File: config.mk
export PLATFORM = sky130hd
export DESIGN_NAME = serial_reg_arbiter
export DESIGN_NICKNAME = d
export VERILOG_FILES = /design/src/rtl/serial_reg_arbiter.sv
export SDC_FILE = /design/constraint.sdc
export NUM_CORES = 1
export LEC_CHECK = 0
export CORE_UTILIZATION = 40
export CTS_BUF_LIST = sky130_fd_sc_hd__clkbuf_16
export DETAILED_ROUTE_END_ITERATION = 7
export GPL_TIMING_DRIVEN = 0
export PLACE_DENSITY = 0.79
export RECOVER_POWER = 50
export SYNTH_ARGS = -nofsm -noshare
export SYNTH_HDL_FRONTEND = slang
export SYNTH_SLANG_ARGS = --single-unit
File: constraint.sdc
create_clock -name clk -period 1.59 [get_ports clk]
set_input_delay 0.3975 -clock clk [delete_from_list [all_inputs] [get_ports clk]]
set_output_delay 0.3975 -clock clk [all_outputs]
set_load 0.005 [all_outputs]
File: src/rtl/serial_reg_arbiter.sv
// Two-requester round-robin arbiter driving a bank of bit-serial registers.
// Writes shift a word out LSB first; reads strobe the register, then shift its word in.
module serial_reg_arbiter #(
    parameter int unsigned SIZE = 4,
    parameter int unsigned NREG = 4
) (
    input  logic                       clk,
    input  logic                       rst,
    input  logic [1:0]                 req,
    input  logic [1:0]                 req_we,
    input  logic [2*$clog2(NREG)-1:0]  req_addr,
    input  logic [2*SIZE-1:0]          req_wdata,
    output logic [1:0]                 gnt,
    output logic [1:0]                 done,
    output logic [SIZE-1:0]            rdata,
    output logic                       busy,
    output logic [NREG-1:0]            sr_write,
    output logic [NREG-1:0]            sr_read,
    output logic                       sr_din,
    input  logic [NREG-1:0]            sr_dout
);

    localparam int unsigned AW = $clog2(NREG);
    localparam int unsigned CW = $clog2(SIZE) + 1;

    localparam logic [2:0] StIdle    = 3'd0;
    localparam logic [2:0] StWrite   = 3'd1;
    localparam logic [2:0] StRdStart = 3'd2;
    localparam logic [2:0] StRead    = 3'd3;
    localparam logic [2:0] StDone    = 3'd4;

    logic [2:0]      state_q, state_d;
    logic [CW-1:0]   cnt_q, cnt_d;
    logic [AW-1:0]   addr_q, addr_d;
    logic            we_q, we_d;
    logic            owner_q, owner_d;
    logic            prio_q, prio_d;
    logic [SIZE-1:0] wdata_q, wdata_d;
    logic [SIZE-1:0] shift_q, shift_d;
    logic [SIZE-1:0] rdata_q, rdata_d;

    logic            grant_any;
    logic            grant_sel;
    logic            last_bit;
    logic            bit_in;
    logic [SIZE-1:0] bit_mask;
    logic [SIZE-1:0] wdata_shifted;

    // prio_q names the requester that wins a tie; it points away from the last winner.
    always_comb begin
        grant_sel = 1'b0;
        case (req)
            2'b01:   grant_sel = 1'b0;
            2'b10:   grant_sel = 1'b1;
            2'b11:   grant_sel = prio_q;
            default: grant_sel = 1'b0;
        endcase
        grant_any = (state_q == StIdle) && (|req) && !rst;
    end

    assign gnt           = grant_any ? (2'b01 << grant_sel) : 2'b00;
    assign last_bit      = (cnt_q == CW'(SIZE - 1));
    assign bit_in        = sr_dout[addr_q];
    assign bit_mask      = SIZE'(1) << cnt_q;
    assign wdata_shifted = wdata_q >> cnt_q;

    always_comb begin
        state_d = state_q;
        cnt_d   = cnt_q;
        addr_d  = addr_q;
        we_d    = we_q;
        owner_d = owner_q;
        prio_d  = prio_q;
        wdata_d = wdata_q;
        shift_d = shift_q;
        rdata_d = rdata_q;

        case (state_q)
            StIdle: begin
                cnt_d = '0;
                if (grant_any) begin
                    owner_d = grant_sel;
                    prio_d  = ~grant_sel;
                    addr_d  = grant_sel ? req_addr[2*AW-1:AW] : req_addr[AW-1:0];
                    wdata_d = grant_sel ? req_wdata[2*SIZE-1:SIZE] : req_wdata[SIZE-1:0];
                    we_d    = req_we[grant_sel];
                    state_d = req_we[grant_sel] ? StWrite : StRdStart;
                end
            end
            StWrite: begin
                cnt_d = cnt_q + CW'(1);
                if (last_bit) begin
                    cnt_d   = '0;
                    state_d = StDone;
                end
            end
            StRdStart: begin
                cnt_d   = '0;
                shift_d = '0;
                state_d = StRead;
            end
            StRead: begin
                shift_d = (shift_q & ~bit_mask) | (bit_mask & {SIZE{bit_in}});
                cnt_d   = cnt_q + CW'(1);
                if (last_bit) begin
                    // Load with the final bit merged so rdata is valid while done is high.
                    rdata_d = shift_d;
                    cnt_d   = '0;
                    state_d = StDone;
                end
            end
            StDone: begin
                cnt_d   = '0;
                state_d = StIdle;
            end
            default: begin
                cnt_d   = '0;
                state_d = StIdle;
            end
        endcase
    end

    always_ff @(posedge clk) begin
        if (rst) begin
            state_q <= StIdle;
            cnt_q   <= '0;
            addr_q  <= '0;
            we_q    <= 1'b0;
            owner_q <= 1'b0;
            prio_q  <= 1'b0;
            wdata_q <= '0;
            shift_q <= '0;
            rdata_q <= '0;
        end else begin
            state_q <= state_d;
            cnt_q   <= cnt_d;
            addr_q  <= addr_d;
            we_q    <= we_d;
            owner_q <= owner_d;
            prio_q  <= prio_d;
            wdata_q <= wdata_d;
            shift_q <= shift_d;
            rdata_q <= rdata_d;
        end
    end

    always_comb begin
        busy     = (state_q != StIdle);
        sr_write = (state_q == StWrite) ? (NREG'(1) << addr_q) : '0;
        sr_read  = (state_q == StRdStart) ? (NREG'(1) << addr_q) : '0;
        sr_din   = (state_q == StWrite) ? wdata_shifted[0] : 1'b0;
        done     = (state_q == StDone) ? (2'b01 << owner_q) : 2'b00;
        rdata    = rdata_q;
    end

    always_ff @(posedge clk) begin
        if (!rst) begin
            assert ($onehot0(gnt) && $onehot0(done));
            assert ($onehot0(sr_write | sr_read));
        end
    end

endmodule
Word-level counts from Yosys, hierarchy flattened
Index checks and enable logic that the tools add are counted.
{ "classes": {"reduce_logical": 12, "muxes": 17, "n_bitwise": 6, "n_shift": 5, "n_eq_ne": 9, "magnitude_cmp": 2, "n_addsub": 1} }
{ "ops": {"columns": ["op", "n"], "rows": [
  ["two-way mux 4 bit", 3],
  ["equality test 3 x 2 -> 1 bit (second input constant)", 3],
  ["one-hot mux 3 bit (3 select lines)", 1],
  ["AND 4 bit", 2],
  ["two-way mux 2 bit", 4],
  ["one-hot mux 4 bit (2 select lines)", 1],
  ["two-way mux 3 bit", 2],
  ["AND reduction 2 bit", 3],
  ["equality test 2 bit (second input constant)", 2],
  ["two-way mux 1 bit", 4],
  ["NOT 4 bit", 1],
  ["OR 4 bit", 1],
  ["OR reduction 2 bit", 2],
  ["left shift 1 x 1 -> 2 bit (first input constant)", 2],
  ["left shift 1 x 2 -> 4 bit (first input constant)", 1],
  ["left shift 1 x 3 -> 4 bit (first input constant)", 1],
  [">> shifter 4 x 3 -> 1 bit", 1],
  ["adder 3 x 1 -> 3 bit (second input constant)", 1],
  ["equality test 3 x 1 -> 1 bit (second input constant)", 1],
  ["equality test 3 bit (second input constant)", 1],
  ["zero test 3 bit", 1],
  ["< comparator 2 x 3 -> 1 bit (second input constant)", 1],
  ["nonzero test 3 bit", 1],
  ["OR reduction 3 bit", 1],
  ["other kinds (9)", 11]
]} }
{ "word_totals": {"output_inout_bits": 18, "word_cells": 60, "reg_bits": 22, "inputBits": 22} }

Logic depth before layout (Yosys ltp)
{ "depth": {"ltp_word": 7, "ltp_mapped": 6, "mapped_depth_nobuf": 6} }

Worst setup path before layout
OpenSTA, ideal clock, no wires.
{ "synth_path": {"path_type": "flip-flop to output port", "start": "register state_q[1]", "end": "output gnt[0]", "t_arrival_ps": 1255, "path_stages_with_launch": 4, "n_path_buf": 0, "required_ps": 1192, "path_slack_ps": -63, "cell_sequence": "dfxtp_1 -> or3_4 -> or3_1 -> a21oi_1"} }
{ "synth_via": {"elab_chain_cells": 4} }
{ "synth_lines": {"columns": ["element", "line_no", "text"], "rows": [
  ["start, declared", "32", "logic [2:0] state_q, state_d;"],
  ["start signal, assigned", "125", "state_q <= StIdle;"],
  ["start signal, assigned", "135", "state_q <= state_d;"],
  ["zero test 3 bit", "58", "grant_any = (state_q == StIdle) && (|req) && !rst;"],
  ["logical AND 1 bit (2 in a row)", "58", null],
  ["two-way mux 2 bit", "61", "assign gnt = grant_any ? (2'b01 << grant_sel) : 2'b00;"],
  ["end, declared", "13", "output logic [1:0] gnt,"]
]} }
Every way passes these cells.

Final worst setup path
{ "layout_path": {"start": "register state_q[0]", "end": "output gnt[0]"} }
Same word-level chain as after synthesis.

==> reports/metrics.csv <==
metric,value,unit
vdd_drop_max,0.000794,V
drt_first_iter_violations,51,
arrival,1.57,ns
leakage,0.801,nW
setup_violations,24,
finalNonFillerCells,241,
pwr-share-clk,29.8,%
startpoint_type,register,
critPathMaxStageDelay,0.40,ns
comb_power_share,36.8,%
r2r_slack,-0.21,ns
fillers,196,
overflow,0,
final_area,0.00201,mm2
n_antenna_cell,0,
critPathMaxFanout,3,
synth_nets,172,
worstHoldPathType,reg -> reg,
postLayoutCoreUtil,72.3,%
setup_slack,-0.376,ns
final-hold-violation-count,0,
die_h,56.4,um
via_per_inst,6.04,
fin_skew,0.00304,ns
critPathRequiredTime,1.19,ns
drive_gt1_share,38.1,%
violations,negative setup slack,
yosysWarnings,0,
cts_buffers,3,
grt_max_degree,13,
dp_cells,215,
ios,40,
power.internal,1.27,mW
path_clk_slew,0.06,ns
worst_pin_slew,0.355,ns
switching_power,0.564,mW
drv_cap,0,
postRouteAntennaNets,0,
antenna_found_initial,0,
start_util,42.5,%
numClockSinks,21,
drv_slew,0,
syn_avg_cell_area,8.15,um2
htree_levels,1,
cp_common_cell,or3_4,
status,"finished, violations left",
synthCells,145,
grt_pass1_vias,1425,
swShare,30.8,%
period_needed,1.97,ns
die_x,56.4,um
drt_pass1_iterations,4,
clock_latency,0.26,ns
layout.nets,238,
yosysTopAreaCell,dfxtp_1,
critPathKind,reg -> out,
max-clock-path-buffers,2,
tritoncts,done,
netlist_area,0.00118,mm2
syn_to_final_growth,70.1,%
wirelength,4330,um
cp-end-kind,output port,
ys_seq_area_share,35.6,%
synth-async-reset-ratio,0,%
placed_area,0.00162,mm2
synth_cell_type_count,30,
hold_buffers,0,
p_seq_share,33.4,%
cts_root_buffer,clkbuf_16,
yosys-top-cells-area,"dfxtp_1, nor2_1, nand2_1",
synth_enable_flop_cells,0,
pwr_density_cell,911,mW/mm2
path_cells,or3_4 > or3_4 > a21oi_2 > buf_2,
synth_ff_type,dfxtp_1,
final_cell_mix,"clkdlybuf4s50_1, dfxtp_1, nand2_1",
fin_crit_sh,124,%
grt_usage,25.9,%
wl_per_cell,18.0,um
place_congestion,0.828,
timing.fmax,509,MHz
ys_ff_latch,21,
maxSlewHeadroom,76.4,%
critPathSlowestCell,or3_4,
grt_pass1_wl,6390,um
dr_total_vias,1456,
whs,0.484,ns
place_hpwl,2380,um
final_common_cell,clkdlybuf4s50_1,
port_buffers,39,
row_count,19,
die_area,0.00318,mm2
yosysTopAreaCellShare,35.6,%
rsz0062_at_grt,yes,
pre_cts_ws,-0.963,ns
core_area,0.00278,mm2
drc,0,
## power by group through the flow
stage / Combinational (mW) / Sequential, mW / Clock (mW)
floorplan: 0.259 / 0.601 / 0
global placement: 0.403 / 0.608 / 0
detailed placement: 0.417 / 0.612 / 0
CTS: 0.587 / 0.606 / 0.541
global route: 0.713 / 0.615 / 0.572
finish: 0.675 / 0.611 / 0.545
## flip-flops by register name, indices dropped and copies added, names as in the netlist
signal	flops
wdata_q	4
cnt_q	3
state_q	3
rdata	4
shift_q	3
owner_q	1
prio_q	1
addr_q	2
## timing repair
item,in CTS,in global routing
gates cloned,0,0
setup endpoints to repair,31,26
gates resized for setup,96,21
setup buffers,19,4
pin swaps,18,5
endpoints found under the hold margin,0,0
## critical path, delay by kind of cell (launching register included)
family                 cells  cell delay [ns]
and+or+nand+nor            2             0.75
DFF                        1             0.34
buffers and inverters      1             0.12
AOI/OAI and AO/OA          1             0.10
## metal layers
layer	up-vias	global-route usage [%]	wire (um)
met5	-	0	0
met4	0	14.6	155
met3	18	6.68	312
met2	86	47.8	2320
met1	700	26.3	1550
li1	652	-	-
## cell type report
| type | instances | area [um2] | share of cell area, % |
|---|---|---|---|
| timing repair buffer | 62 | 538 | 26.8 |
| tap | 31 | 38.8 | 1.93 |
| buffer | 7 | 73.8 | 3.67 |
| sequential | 21 | 424 | 21.1 |
| clock buffer | 3 | 75.1 | 3.73 |
| multi-input combinational | 108 | 826 | 41.1 |
| inverter | 8 | 30.0 | 1.49 |
| clock inverter | 1 | 5.00 | 0.249 |
## final timing paths
path / from / to / cells after the start
hold reg to reg: shift_q[0] / shift_q[0] / 2
setup reg to reg: state_q[0] / wdata_q[1] / 8
setup / recovery: state_q[0] / gnt[0] / 4
hold / removal: shift_q[0] / shift_q[0] / 2
## per-stage QoR
stage / power (mW) / TNS [ns]
6_report: 1.83 / -4.37
5_1_grt: 1.90 / -5.85
4_1_cts: 1.73 / -2.12
3_5_place_dp: 1.03 / -13.55
3_3_place_gp: 1.01 / -12.20
2_1_floorplan: 0.861 / -0.0134
## cells in the mapped netlist (all sizes together), types with 2 or more instances
cell type  count
a21oi          5
a311oi         9
buf            2
clkbuf         6
dfxtp         21
ha             5
inv            8
mux2i          4
nand2         18
nand2b         4
nand3         10
nand3b         3
nor2          24
nor3           8
o21ai          2
o22ai          2
o32ai          3
or2b           2
or3            2
## logic make-up (layout without fill, tap and decap cells)
group | count (synthesis) | count (layout) | share of synthesized area [%]
adders and majority gates | 5 | 5 | 5.29
DFF | 21 | 21 | 35.6
buffers and inverters | 16 | 81 | 6.35
muxes | 5 | 5 | 5.29
and+or+nand+nor | 76 | 76 | 32.2
AOI/OAI and AO/OA | 22 | 22 | 15.3
No activity file was read; power rests on OpenSTA's default activity.
